File: src/rtl/temporizador_param_if.sv
// Phase-generator bus: decoder-side controls in, one-hot phase and completion status out.
interface temporizador_param_if #(
    parameter int unsigned NPHASES = 8,
    parameter int unsigned IDX_W   = $clog2(NPHASES),
    parameter int unsigned CNT_W   = 16
);
    logic               go_t0;
    logic               hold;
    logic [IDX_W-1:0]   last_phase;
    logic               jump_valid;
    logic [IDX_W-1:0]   jump_phase;
    logic [NPHASES-1:0] t;
    logic [IDX_W-1:0]   phase_idx;
    logic               instr_done;
    logic [CNT_W-1:0]   instr_count;

    modport master (
        output go_t0, hold, last_phase, jump_valid, jump_phase,
        input  t, phase_idx, instr_done, instr_count
    );

    modport slave (
        input  go_t0, hold, last_phase, jump_valid, jump_phase,
        output t, phase_idx, instr_done, instr_count
    );
endinterface

File: src/rtl/temporizador_param.sv
// Parametrised control-unit timing generator: one-hot phases with programmable
// last phase, stall, jump, abort-to-T0 and a completed-instruction counter.
module temporizador_param #(
    parameter int unsigned NPHASES = 8,
    parameter int unsigned IDX_W   = $clog2(NPHASES),
    parameter int unsigned CNT_W   = 16
) (
    input  logic                 ck,
    input  logic                 reset,
    temporizador_param_if.slave  bus
);
    localparam logic [IDX_W-1:0] MAX_IDX = IDX_W'(NPHASES - 1);

    logic [IDX_W-1:0]   phase_q, phase_d;
    logic [NPHASES-1:0] t_q, t_d;
    logic               done_q, done_d;
    logic [CNT_W-1:0]   cnt_q, cnt_d;
    logic [IDX_W-1:0]   last_eff;
    logic [IDX_W-1:0]   jump_eff;

    // Clamp indices so a non-power-of-two phase count never leaves the legal range.
    always_comb begin
        last_eff = (bus.last_phase > MAX_IDX) ? MAX_IDX : bus.last_phase;
        jump_eff = (bus.jump_phase > MAX_IDX) ? MAX_IDX : bus.jump_phase;
    end

    always_comb begin
        phase_d = phase_q;
        done_d  = 1'b0;
        cnt_d   = cnt_q;
        if (bus.go_t0) begin
            phase_d = '0;
        end else if (!bus.hold) begin
            if (bus.jump_valid) begin
                phase_d = jump_eff;
            end else if (phase_q >= last_eff) begin
                // >= so a last phase lowered mid-instruction still wraps immediately
                phase_d = '0;
                done_d  = 1'b1;
                cnt_d   = cnt_q + CNT_W'(1);
            end else begin
                phase_d = phase_q + IDX_W'(1);
            end
        end
        t_d = NPHASES'(1) << phase_d;
    end

    always_ff @(posedge ck) begin
        if (reset) begin
            phase_q <= '0;
            t_q     <= NPHASES'(1);
            done_q  <= 1'b0;
            cnt_q   <= '0;
        end else begin
            phase_q <= phase_d;
            t_q     <= t_d;
            done_q  <= done_d;
            cnt_q   <= cnt_d;
        end
    end

    assign bus.t           = t_q;
    assign bus.phase_idx   = phase_q;
    assign bus.instr_done  = done_q;
    assign bus.instr_count = cnt_q;
endmodule
File: src/flat_wrapper.sv
// flat-port wrapper written by rule: the top's interface ports become plain ports
module temporizador_param_flat 
#(
    parameter int unsigned NPHASES = 8,
    parameter int unsigned IDX_W   = $clog2(NPHASES),
    parameter int unsigned CNT_W   = 16
)
  (ck, reset, bus_go_t0, bus_hold, bus_last_phase, bus_jump_valid, bus_jump_phase, bus_t, bus_phase_idx, bus_instr_done, bus_instr_count);
  temporizador_param_if #(.NPHASES(NPHASES), .IDX_W(IDX_W), .CNT_W(CNT_W)) bus_i ();
  input  logic ck;
  input  logic reset;
  input wire logic [$bits(bus_i.go_t0)-1:0] bus_go_t0;
  input wire logic [$bits(bus_i.hold)-1:0] bus_hold;
  input wire logic [$bits(bus_i.last_phase)-1:0] bus_last_phase;
  input wire logic [$bits(bus_i.jump_valid)-1:0] bus_jump_valid;
  input wire logic [$bits(bus_i.jump_phase)-1:0] bus_jump_phase;
  output wire logic [$bits(bus_i.t)-1:0] bus_t;
  output wire logic [$bits(bus_i.phase_idx)-1:0] bus_phase_idx;
  output wire logic [$bits(bus_i.instr_done)-1:0] bus_instr_done;
  output wire logic [$bits(bus_i.instr_count)-1:0] bus_instr_count;
  assign bus_i.go_t0 = bus_go_t0;
  assign bus_i.hold = bus_hold;
  assign bus_i.last_phase = bus_last_phase;
  assign bus_i.jump_valid = bus_jump_valid;
  assign bus_i.jump_phase = bus_jump_phase;
  assign bus_t = bus_i.t;
  assign bus_phase_idx = bus_i.phase_idx;
  assign bus_instr_done = bus_i.instr_done;
  assign bus_instr_count = bus_i.instr_count;
  temporizador_param #(.NPHASES(NPHASES), .IDX_W(IDX_W), .CNT_W(CNT_W)) u_core (.ck(ck), .reset(reset), .bus(bus_i));
endmodule
File: config.mk
export PLATFORM = sky130hd
export DESIGN_NAME = temporizador_param_flat
export DESIGN_NICKNAME = d
export VERILOG_FILES = /design/src/rtl/temporizador_param_if.sv /design/src/rtl/temporizador_param.sv /design/src/flat_wrapper.sv
export SDC_FILE = /design/constraint.sdc
export NUM_CORES = 1
export LEC_CHECK = 0
export BUFFER_PORTS_ARGS = -buffer_cell sky130_fd_sc_hd__buf_2
export CORE_ASPECT_RATIO = 2
export CORE_MARGIN = 8
export CORE_UTILIZATION = 50
export CTS_BUF_LIST = sky130_fd_sc_hd__clkbuf_8
export CTS_CLUSTER_SIZE = 25
export DETAILED_ROUTE_END_ITERATION = 7
export PLACE_DENSITY_LB_ADDON = 0.2
export SYNTH_ARGS = -nofsm -noshare
export SYNTH_HDL_FRONTEND = slang
export SYNTH_SLANG_ARGS = --single-unit
File: constraint.sdc
create_clock -name ck -period 2.3 [get_ports ck]
set_input_delay 0.23 -clock ck [delete_from_list [all_inputs] [get_ports ck]]
set_output_delay 0.23 -clock ck [all_outputs]
set_load 0.05 [all_outputs]
; After elaboration in Yosys (flattened, before gate mapping)
; Cells that the tools add are included.
[word_totals]
regBits = 28
latchBits = 0
ramBits = 0
romBits = 0
memories = 0
[op_classes]
addsub = 2
mul = 0
div_mod_pow = 0
order_cmp = 3
eq_ne = 0
shifts = 1
mux = 7
bitwise = 3
n_reduce_logical = 2
[ops]
columns = op, count
row1 = $mux 3, 6
row2 = $add 16x1->16 const B, 1
row3 = $shl 1x3->8 const A, 1
row4 = $gt 3x3->1 const B, 2
row5 = $reduce_and 4->1, 1
row6 = $reduce_or 4->1, 1
row7 = $add 3x1->3 const B, 1
row8 = $ge 3x3->1, 1
row9 = $not 1->1, 3
row10 = $mux 1, 1

; Logic depth before layout (Yosys ltp)
; Gate-level depths: netlist of the first run.
[depth]
depth_word = 8
depth_mapped = 9
ltp_nobuf = 7

; Least setup slack after synthesis of the first run
; Ideal clock, no wire load.
[synth_path]
path_kind = reg-to-reg
startpoint = reg u_core.phase_q[0] (netlist: u_core.bus.phase_idx[0])
endpoint = reg u_core.t_q[0] (netlist: u_core.bus.t[0])
setup_ps = 116
t_arrival_ps = 2248
setup_slack_ps = -65
path_stages_with_launch = 9
synth_period_minus_slack_ps = 2365
cell_sequence = dfxtp_1 -> inv_1 -> ha_1 -> nor2b_1 -> o21a_1 -> buf_2 -> buf_1 -> a21oi_1 -> a31o_2
[synth_between]
elab_chain_len = 6
[synth_lines]
columns = element, line_no
row1 = "start, declared", temporizador_param.sv:14  ; logic [IDX_W-1:0] phase_q, phase_d;
row2 = "start signal, assigned", temporizador_param.sv:55  ; phase_q <= phase_d;
row3 = $add 3x1->3 or $ge 3x3->1 (tied branches), "temporizador_param.sv:42, temporizador_param.sv:36"
row4 = $mux 3, temporizador_param.sv:36  ; end else if (phase_q >= last_eff) begin
row5 = $mux 3, temporizador_param.sv:34  ; if (bus.jump_valid) begin
row6 = $mux 3 (*), temporizador_param.sv:33  ; end else if (!bus.hold) begin
row7 = $mux 3 (*), temporizador_param.sv:31  ; if (bus.go_t0) begin
row8 = $shl 1x3->8 (*), temporizador_param.sv:45  ; t_d = NPHASES'(1) << phase_d;
row9 = "end signal, assigned", temporizador_param.sv:56  ; t_q <= t_d;
row10 = "end, declared", temporizador_param.sv:15  ; logic [NPHASES-1:0] t_q, t_d;
; Every way passes the cells marked *; elsewhere a longest branch is shown, timed or not.
; A chain may end at the register's enable or synchronous reset.

; Worst setup path in the final report of the first run
[layout_path]
startpoint = reg u_core.phase_q[0] (netlist: u_core.bus.phase_idx[0])
endpoint = reg u_core.cnt_q[4] (netlist: u_core.bus.instr_count[4])
[layout_between]
elab_chain_len = 2
[layout_lines]
columns = element, line_no
row1 = $ge 3x3->1, temporizador_param.sv:36
row2 = $reduce_and 4->1 (no line), --
row3 = "end signal, assigned", temporizador_param.sv:58  ; cnt_q <= cnt_d;
row4 = "end, declared", temporizador_param.sv:17  ; logic [CNT_W-1:0] cnt_q, cnt_d;
; Every way passes these cells.

==> results of run 1 <==
[per-layer routing]
| metal | up-vias | share of wire | global-route usage |
|---|---|---|---|
| li1 | 570 | - | - |
| met3 | 10 | 0.053 | 0.0300 |
| met4 | 0 | 0.032 | 0.0853 |
| met1 | 539 | 0.35 | 0.125 |
| met2 | 31 | 0.56 | 0.276 |
| met5 | - | 0 | 0 |
[cell families after synthesis]
group,after synthesis
multiplexers,2
buffers and inverters,13
AND/OR/NAND/NOR,69
flip-flops,28
AO/OA/AOI/OAI,14
adder cells (fa/ha/maj),5
XOR/XNOR,14
[flip-flops by register name (all words and copies together), names as in the netlist]
signal,cells
u_core.bus.t,8
u_core.bus.phase_idx,3
u_core.bus.instr_count,16
u_core.bus.instr_done,1
[cell type report]
class / instances / share of cell area
inverters: 6 / 0.0139
clock buffers: 3 / 0.0256
multi-input cells: 104 / 0.437
repair buffers: 40 / 0.135
flip-flops and latches: 28 / 0.349
well taps: 28 / 0.0217
clock inverters: 1 / 0.0186
[cell usage in the layout (no fill, tap or decap), types with 2 or more instances in the layout]
cell type	Yosys	routed
sky130_fd_sc_hd__buf_2	2	38
sky130_fd_sc_hd__nor2_1	26	26
sky130_fd_sc_hd__dfxtp_1	28	26
sky130_fd_sc_hd__xnor2_1	13	13
sky130_fd_sc_hd__nand2_1	11	11
sky130_fd_sc_hd__inv_1	6	6
sky130_fd_sc_hd__a21oi_1	5	5
sky130_fd_sc_hd__ha_1	5	5
sky130_fd_sc_hd__nand3_1	4	4
sky130_fd_sc_hd__nor4_1	4	4
sky130_fd_sc_hd__nor3_1	3	3
sky130_fd_sc_hd__clkbuf_8	0	3
sky130_fd_sc_hd__or3_1	2	2
sky130_fd_sc_hd__and4_1	2	2
sky130_fd_sc_hd__nand4_1	2	2
sky130_fd_sc_hd__nor4b_1	2	2
sky130_fd_sc_hd__nand3b_1	2	2
sky130_fd_sc_hd__or2_2	2	2
sky130_fd_sc_hd__nor4_4	2	2
sky130_fd_sc_hd__dfxtp_2	0	2
[power by group through the flow]
| stage | clock [mW] | sequential [mW] | combinational [mW] |
|---|---|---|---|
| 3_3_place_gp | 0 | 0.506 | 0.106 |
| 4_1_cts | 0.399 | 0.496 | 0.108 |
| 3_5_place_dp | 0 | 0.507 | 0.108 |
| 2_1_floorplan | 0 | 0.530 | 0.0510 |
| 5_1_grt | 0.414 | 0.497 | 0.118 |
| 6_report | 0.388 | 0.496 | 0.108 |
[how the worst max path moves through the flow]
stage,start,to,slack (ns),cells past startpoint
6_report,u_core.bus.phase_idx[0]$_SDFF_PP0_,u_core.bus.instr_count[4]$_SDFFE_PP0P_,0.39,8
5_1_grt,u_core.bus.phase_idx[0]$_SDFF_PP0_,u_core.bus.t[2]$_SDFF_PP0_,0.14,7
3_5_place_dp,u_core.bus.phase_idx[0]$_SDFF_PP0_,u_core.bus.t[2]$_SDFF_PP0_,0.42,7
2_1_floorplan,u_core.bus.phase_idx[1]$_SDFF_PP0_,u_core.bus.t[0]$_SDFF_PP1_,0.1,7
3_3_place_gp,u_core.bus.phase_idx[2]$_SDFF_PP0_,u_core.bus.t[4]$_SDFF_PP0_,0.48,7
4_1_cts,u_core.bus.phase_idx[0]$_SDFF_PP0_,u_core.bus.instr_count[4]$_SDFFE_PP0P_,0.39,8
[critical path: stages (launching register included)]
cell and delay [ns]:
sky130_fd_sc_hd__dfxtp_2 0.38, sky130_fd_sc_hd__inv_1 0.05, sky130_fd_sc_hd__ha_1 0.18, sky130_fd_sc_hd__nor2b_1 0.14, sky130_fd_sc_hd__o21a_1 0.21, sky130_fd_sc_hd__buf_12 0.16, sky130_fd_sc_hd__nor4b_1 0.44, sky130_fd_sc_hd__xnor2_1 0.18
sky130_fd_sc_hd__nor2_1 0.06
==> out/metrics.json, run 1 <==
{
  "routing": {
    "antenna_violating_nets_post_route": 0,
    "avgRoutedWirePerCell_um": 14.7,
    "vias_per_std_cell": 5.48,
    "detail_route.first_pass.iterations": 4,
    "drcViolationCount": 0,
    "dr_total_vias": 1150,
    "drt-total-wl_um": 3090,
    "first_iter_violations": 14
  },
  "placement": {
    "place_inst": 206,
    "numPortBuffers": 38,
    "post-place-ws_ns": 0.418,
    "gpl_wtd_cong": 0.784,
    "hpwlAfterDp_um": 2480,
    "detailed_place.area_sq_um": 1540
  },
  "sta": {
    "hold_slack_ns": 0.347,
    "period_share": 0.832,
    "final.setup.worst_slack_ns": 0.386,
    "clock-skew-final_ns": 0.00563,
    "max_clock_freq_ghz": 0.522,
    "rsz0062_at_grt": "no",
    "finalSetupViolations": 0,
    "timing_max_transition_violations_final": 0,
    "timing.slew.headroom": 0.672,
    "tns_ns": 0,
    "max_slew.worst_pin.slew_ns": 0.492,
    "min_clock_period_post_route_ns": 1.91,
    "finalHoldViolCount": 0
  },
  "synthesis": {
    "synth-seq-cells": 28,
    "synth_top_cells_by_area": "sky130_fd_sc_hd__dfxtp_1 42%, sky130_fd_sc_hd__xnor2_1 8.5%, sky130_fd_sc_hd__nor2_1 7.3%, sky130_fd_sc_hd__ha_1 4.7%, sky130_fd_sc_hd__nor4_4 3.2%",
    "post-synth-top-count-cell": "sky130_fd_sc_hd__dfxtp_1",
    "synth_top_cell_area_share": 0.421,
    "synth_top_cells_by_count": "28 x sky130_fd_sc_hd__dfxtp_1, 26 x sky130_fd_sc_hd__nor2_1, 13 x sky130_fd_sc_hd__xnor2_1",
    "synth_mux_area_frac": 0.0160,
    "complex_gate_fraction_of_the_synthesized_area": 0.0714,
    "ys_seq_area_frac": 0.421,
    "synthFlopType": "sky130_fd_sc_hd__dfxtp_1",
    "yosys.area_share.simple": 0.303,
    "synth_fp_nets": 161,
    "yosys.area.top_type": "sky130_fd_sc_hd__dfxtp_1",
    "synthAdderAreaFrac": 0.0469,
    "syn_area_sq_um": 1330,
    "synth_enable_flop_cells": 0,
    "synth.distinct_cells": 40,
    "ys.warnings.count": 0,
    "async_reset_ff_frac": 0,
    "synthesis.instances": 145,
    "synth.avg_cell_area_sq_um": 9.19,
    "dominant_combinational_cell_family_by_area_after_synthesis": "simple AND/OR/NAND/NOR gates",
    "yosys.area_share.xor_xnor": 0.0920
  },
  "worst_setup_path": {
    "cp_launch_type": "flip-flop",
    "cp.required_ns": 2.46,
    "crit_arrival_ns": 2.07,
    "reg2regPathDepth": 8,
    "r2r_end": "u_core.bus.instr_count[4]$_SDFFE_PP0P_",
    "timing.critical_path.fanout_max": 19,
    "critical_path.endpoint_type": "flip-flop",
    "worst_r2r_startpoint": "u_core.bus.phase_idx[0]$_SDFF_PP0_",
    "timing.reg2reg.setup_slack_ns": 0.39,
    "critPathKind": "reg -> reg"
  },
  "finish": {
    "layout-drive-gt1-share": 0.302,
    "post-route-cell-area_sq_um": 1620,
    "area.sequential_sq_um": 563,
    "fin_cells": 210,
    "diodes": 0,
    "utilization": 0.637,
    "final_net_count": 199,
    "fillCellCount": 219,
    "layout-area-overhead-vs-synth_pct": 21.2,
    "multiInputGateArea_sq_um": 706
  },
  "power": {
    "power_leakage_nw": 0.721,
    "p_per_cell_area_nw_per_um2": 614,
    "report.power.total_uw": 991,
    "power.switching_fraction": 0.234,
    "power_frac_comb": 0.109,
    "power.net_switching_uw": 232,
    "vdd_ir_drop_max_uv": 459,
    "clock_power_share": 0.391,
    "internal-power_uw": 760,
    "sequentialPowerShare": 0.500
  },
  "worst_hold_path": {
    "hp-start": "reset",
    "worst_hold_path_type": "in -> reg",
    "hold_end": "u_core.bus.phase_idx[0]$_SDFF_PP0_",
    "whs_path_depth": 2
  },
  "clocking": {
    "clock_tree.root_cell": "sky130_fd_sc_hd__clkbuf_8",
    "post_cts_hold_buffer_count": 0,
    "cts_inserted_buffers": 3,
    "cts.sinks": 28,
    "clk_path_buf_depth": 2,
    "clock_latency_ns": 0.28,
    "h-tree-depth": 1,
    "cts.reportedPaths.clkPinSlew_ns": 0.10,
    "tritoncts_clock_tree": "built",
    "cts_setup_buffers": 0,
    "post_cts.resized_instances": 0
  },
  "global_routing": {
    "number_of_antenna_violations_at_the_first_check_in_global_routing": 0,
    "grt_ovf": 0,
    "first_global_vias": 1244,
    "grt_max_degree": 23,
    "grt_pass1_wl_um": 5190,
    "track_usage": 0.143
  },
  "outcome": {
    "status": "completed"
  },
  "flow_run": {
    "cap_viol_max_count": 0
  },
  "die": {
    "design.core.area_sq_um": 2540,
    "fp.dieArea_sq_um": 4670,
    "num_rows": 26,
    "initial_utilization": 0.525,
    "dieHeight_um": 89.0,
    "top_level_ports": 39,
    "die_w_um": 52.5
  }
}
Power figures use the tool's default switching activity.
==> run 2: changes to the inputs <==
Clock period 2.3 ns to 1.8 ns, I/O delays scaled along.
==> out/metrics.json, run 2 (synthesis gave the netlist of run 1 again) <==
{
  "sta": {
    "hold_slack": {"value": 0.296, "unit": "ns", "change": "was 0.347 ns"},
    "finalHoldViolCount": {"value": 0, "change": "unchanged"},
    "timing.slew.headroom": {"value": 0.650, "change": "was 0.672"},
    "timing_max_transition_violations_final": {"value": 0, "change": "unchanged"},
    "max_clock_freq": {"value": 0.564, "unit": "GHz", "change": "was 0.522 GHz"},
    "finalSetupViolations": {"value": 0, "change": "unchanged"},
    "clock-skew-final": {"value": 0.00258, "unit": "ns", "change": "was 0.00563 ns"},
    "min_clock_period_post_route": {"value": 1.77, "unit": "ns", "change": "was 1.91 ns"},
    "period_share": {"value": 0.985, "change": "was 0.832"},
    "rsz0062_at_grt": {"value": "yes", "change": "was no"},
    "tns": {"value": 0, "unit": "ns", "change": "unchanged"},
    "max_slew.worst_pin.slew": {"value": 0.526, "unit": "ns", "change": "was 0.492 ns"}
  },
  "clocking": {
    "tritoncts_clock_tree": {"value": "built", "change": "unchanged"},
    "cts_inserted_buffers": {"value": 3, "change": "unchanged"},
    "clock_tree.root_cell": {"value": "sky130_fd_sc_hd__clkbuf_8", "change": "unchanged"},
    "cts.sinks": {"value": 28, "change": "unchanged"},
    "h-tree-depth": {"value": 1, "change": "unchanged"},
    "cts.reportedPaths.clkPinSlew": {"value": 0.09, "unit": "ns", "change": "was 0.10 ns"},
    "post_cts_hold_buffer_count": {"value": 0, "change": "unchanged"},
    "clk_path_buf_depth": {"value": 2, "change": "unchanged"},
    "clock_latency": {"value": 0.27, "unit": "ns", "change": "was 0.28 ns"}
  },
  "worst_setup_path": {
    "critical_path.cell_chain": {"value": "inv_4 > ha_4 > nor2b_4 > o21a_1 > buf_6 > buf_4 > nor3_1 > xnor2_1 > nor2_1", "change": "was inv_1 > ha_1 > nor2b_1 > o21a_1 > buf_12 > nor4b_1 > xnor2_1 > nor2_1"},
    "cp_launch_type": {"value": "flip-flop", "change": "unchanged"},
    "crit_family": {"value": "flip-flops", "change": "was simple AND/OR/NAND/NOR gates"},
    "crit_path_max_incr_delay": {"value": 0.37, "unit": "ns", "change": "was 0.44 ns"},
    "reg2regPathDepth": {"value": 9, "change": "was 8"},
    "crit_cells": {"value": 9, "change": "was 8"},
    "timing.critical_path.slowest_stage_cell": {"value": "sky130_fd_sc_hd__dfxtp_4", "change": "was sky130_fd_sc_hd__nor4b_1"},
    "cp.buffers_inverters": {"value": 3, "change": "was 2"},
    "critPathKind": {"value": "reg -> reg", "change": "unchanged"},
    "crit_arrival": {"value": 1.93, "unit": "ns", "change": "was 2.07 ns"},
    "timing.critical_path.fanout_max": {"value": 6, "change": "was 19"},
    "critical_path.endpoint_type": {"value": "flip-flop", "change": "unchanged"},
    "cp.required": {"value": 1.96, "unit": "ns", "change": "was 2.46 ns"}
  },
  "die": {
    "top_level_ports": {"value": 39, "change": "unchanged"},
    "num_rows": {"value": 26, "change": "unchanged"},
    "dieHeight": {"value": 89.0, "unit": "um", "change": "unchanged"},
    "die_w": {"value": 52.5, "unit": "um", "change": "unchanged"},
    "fp.dieArea": {"value": 4670, "unit": "sq um", "change": "unchanged"},
    "initial_utilization": {"value": 0.525, "change": "unchanged"},
    "design.core.area": {"value": 2540, "unit": "sq um", "change": "unchanged"}
  },
  "finish": {
    "post-route-cell-area": {"value": 1870, "unit": "sq um", "change": "was 1620 sq um"},
    "final_net_count": {"value": 215, "change": "was 199"},
    "layout.cells.most_common": {"value": "sky130_fd_sc_hd__buf_2", "change": "unchanged"},
    "diodes": {"value": 0, "change": "unchanged"},
    "utilization": {"value": 0.738, "change": "was 0.637"},
    "mostFrequentLayoutCells": {"value": "38 x sky130_fd_sc_hd__buf_2, 26 x sky130_fd_sc_hd__nor2_1, 20 x sky130_fd_sc_hd__dfxtp_1, 15 x sky130_fd_sc_hd__buf_4, 13 x sky130_fd_sc_hd__xnor2_1", "change": "was 38 x sky130_fd_sc_hd__buf_2, 26 x sky130_fd_sc_hd__nor2_1, 26 x sky130_fd_sc_hd__dfxtp_1, 13 x sky130_fd_sc_hd__xnor2_1, 11 x sky130_fd_sc_hd__nand2_1"},
    "layout-drive-gt1-share": {"value": 0.455, "change": "was 0.302"},
    "layout-area-overhead-vs-synth": {"value": 40.5, "unit": "%", "change": "was 21.2%"},
    "largest_register_ffs": {"value": 16, "change": "unchanged"}
  },
  "worst_hold_path": {
    "worst_hold_path_type": {"value": "in -> reg", "change": "unchanged"},
    "whs_path_depth": {"value": 2, "change": "unchanged"}
  },
  "power": {
    "report.power.total": {"value": 1.32, "unit": "mW", "change": "was 991 uW"},
    "power_leakage": {"value": 0.862, "unit": "nW", "change": "was 0.721 nW"},
    "vdd_ir_drop_max": {"value": 723, "unit": "uV", "change": "was 459 uV"},
    "p_per_cell_area": {"value": 706, "unit": "nW/um^2", "change": "was 614 nW/um^2"}
  },
  "placement": {
    "numPortBuffers": {"value": 38, "change": "unchanged"},
    "detailed_place.area": {"value": 1650, "unit": "sq um", "change": "was 1540 sq um"},
    "gpl_wtd_cong": {"value": 0.784, "change": "about the same"},
    "hpwlAfterDp": {"value": 2630, "unit": "um", "change": "was 2480 um"}
  },
  "global_routing": {
    "grt_max_degree": {"value": 23, "change": "unchanged"},
    "first_global_vias": {"value": 1273, "change": "was 1,244"},
    "number_of_antenna_violations_at_the_first_check_in_global_routing": {"value": 0, "change": "unchanged"},
    "grt_ovf": {"value": 0, "change": "unchanged"},
    "grt_pass1_wl": {"value": 5560, "unit": "um", "change": "was 5190 um"},
    "track_usage": {"value": 0.150, "change": "was 0.143"}
  },
  "routing": {
    "first_iter_violations": {"value": 35, "change": "was 14"},
    "vias_per_std_cell": {"value": 5.46, "change": "was 5.48"},
    "drt-total-wl": {"value": 3600, "unit": "um", "change": "was 3090 um"},
    "dr_total_vias": {"value": 1233, "change": "was 1,150"},
    "drcViolationCount": {"value": 0, "change": "unchanged"},
    "avgRoutedWirePerCell": {"value": 15.9, "unit": "um", "change": "was 14.7 um"},
    "detail_route.first_pass.iterations": {"value": 4, "change": "unchanged"},
    "antenna_violating_nets_post_route": {"value": 0, "change": "unchanged"}
  },
  "outcome": {
    "status": {"value": "completed", "change": "unchanged"}
  },
  "flow_run": {
    "cap_viol_max_count": {"value": 0, "change": "unchanged"}
  }
}
-- run 2: layer usage --
metal / global-route usage / share of wire / wire length [um] / up-vias
met4: 0.0569 / 0.015 / 55 / 0
met1: 0.135 / 0.37 / 1340 / 595
met3: 0.0333 / 0.050 / 180 / 6
met5: 0 / 0 / 0 / -
met2: 0.296 / 0.56 / 2020 / 30
li1: - / - / - / 602
-- run 2: cell type report --
class                           count  area [sq um]
Tap cell                           28          35.0
Timing Repair Buffer               56           337
Multi-Input combinational cell    104           828
Sequential cell                    28           576
Inverter                            6          25.0
Clock buffer                        3          41.3
Fill cell                         195           666
Clock inverter                      1          30.0
-- run 2: worst paths after layout --
path / start / endpoint / slack, ns
max: u_core.bus.phase_idx[0]$_SDFF_PP0_ / u_core.bus.instr_count[8]$_SDFFE_PP0P_ / 0.03
min: reset / u_core.bus.phase_idx[0]$_SDFF_PP0_ / 0.30
max reg2reg: u_core.bus.phase_idx[0]$_SDFF_PP0_ / u_core.bus.instr_count[8]$_SDFFE_PP0P_ / 0.03
min reg2reg: u_core.bus.instr_count[6]$_SDFFE_PP0P_ / u_core.bus.instr_count[6]$_SDFFE_PP0P_ / 0.53
-- run 2: timing repair --
action                                  CTS  global route
gates resized for setup                   4            15
endpoints found under the setup margin    4            13
buffers inserted                          0             5
pin swaps                                 0             6
gates cloned                              0             0
-- run 2: power by group --
group | internal, mW | total, mW | switching, mW
combinational | 0.0815 | 0.201 | 0.120
clock | 0.298 | 0.490 | 0.192
sequential | 0.626 | 0.630 | 0.00382
-- run 2: per-stage QoR --
| stage | cells | setup slack [ns] |
|---|---|---|
| after global routing | 226 | -0.0581 |
| after detailed placement | 217 | -0.0366 |
| final | 226 | 0.0268 |
| after floorplan | 145 | -0.000997 |
| after global placement | 217 | 0.0232 |
| after CTS | 221 | 0.00860 |
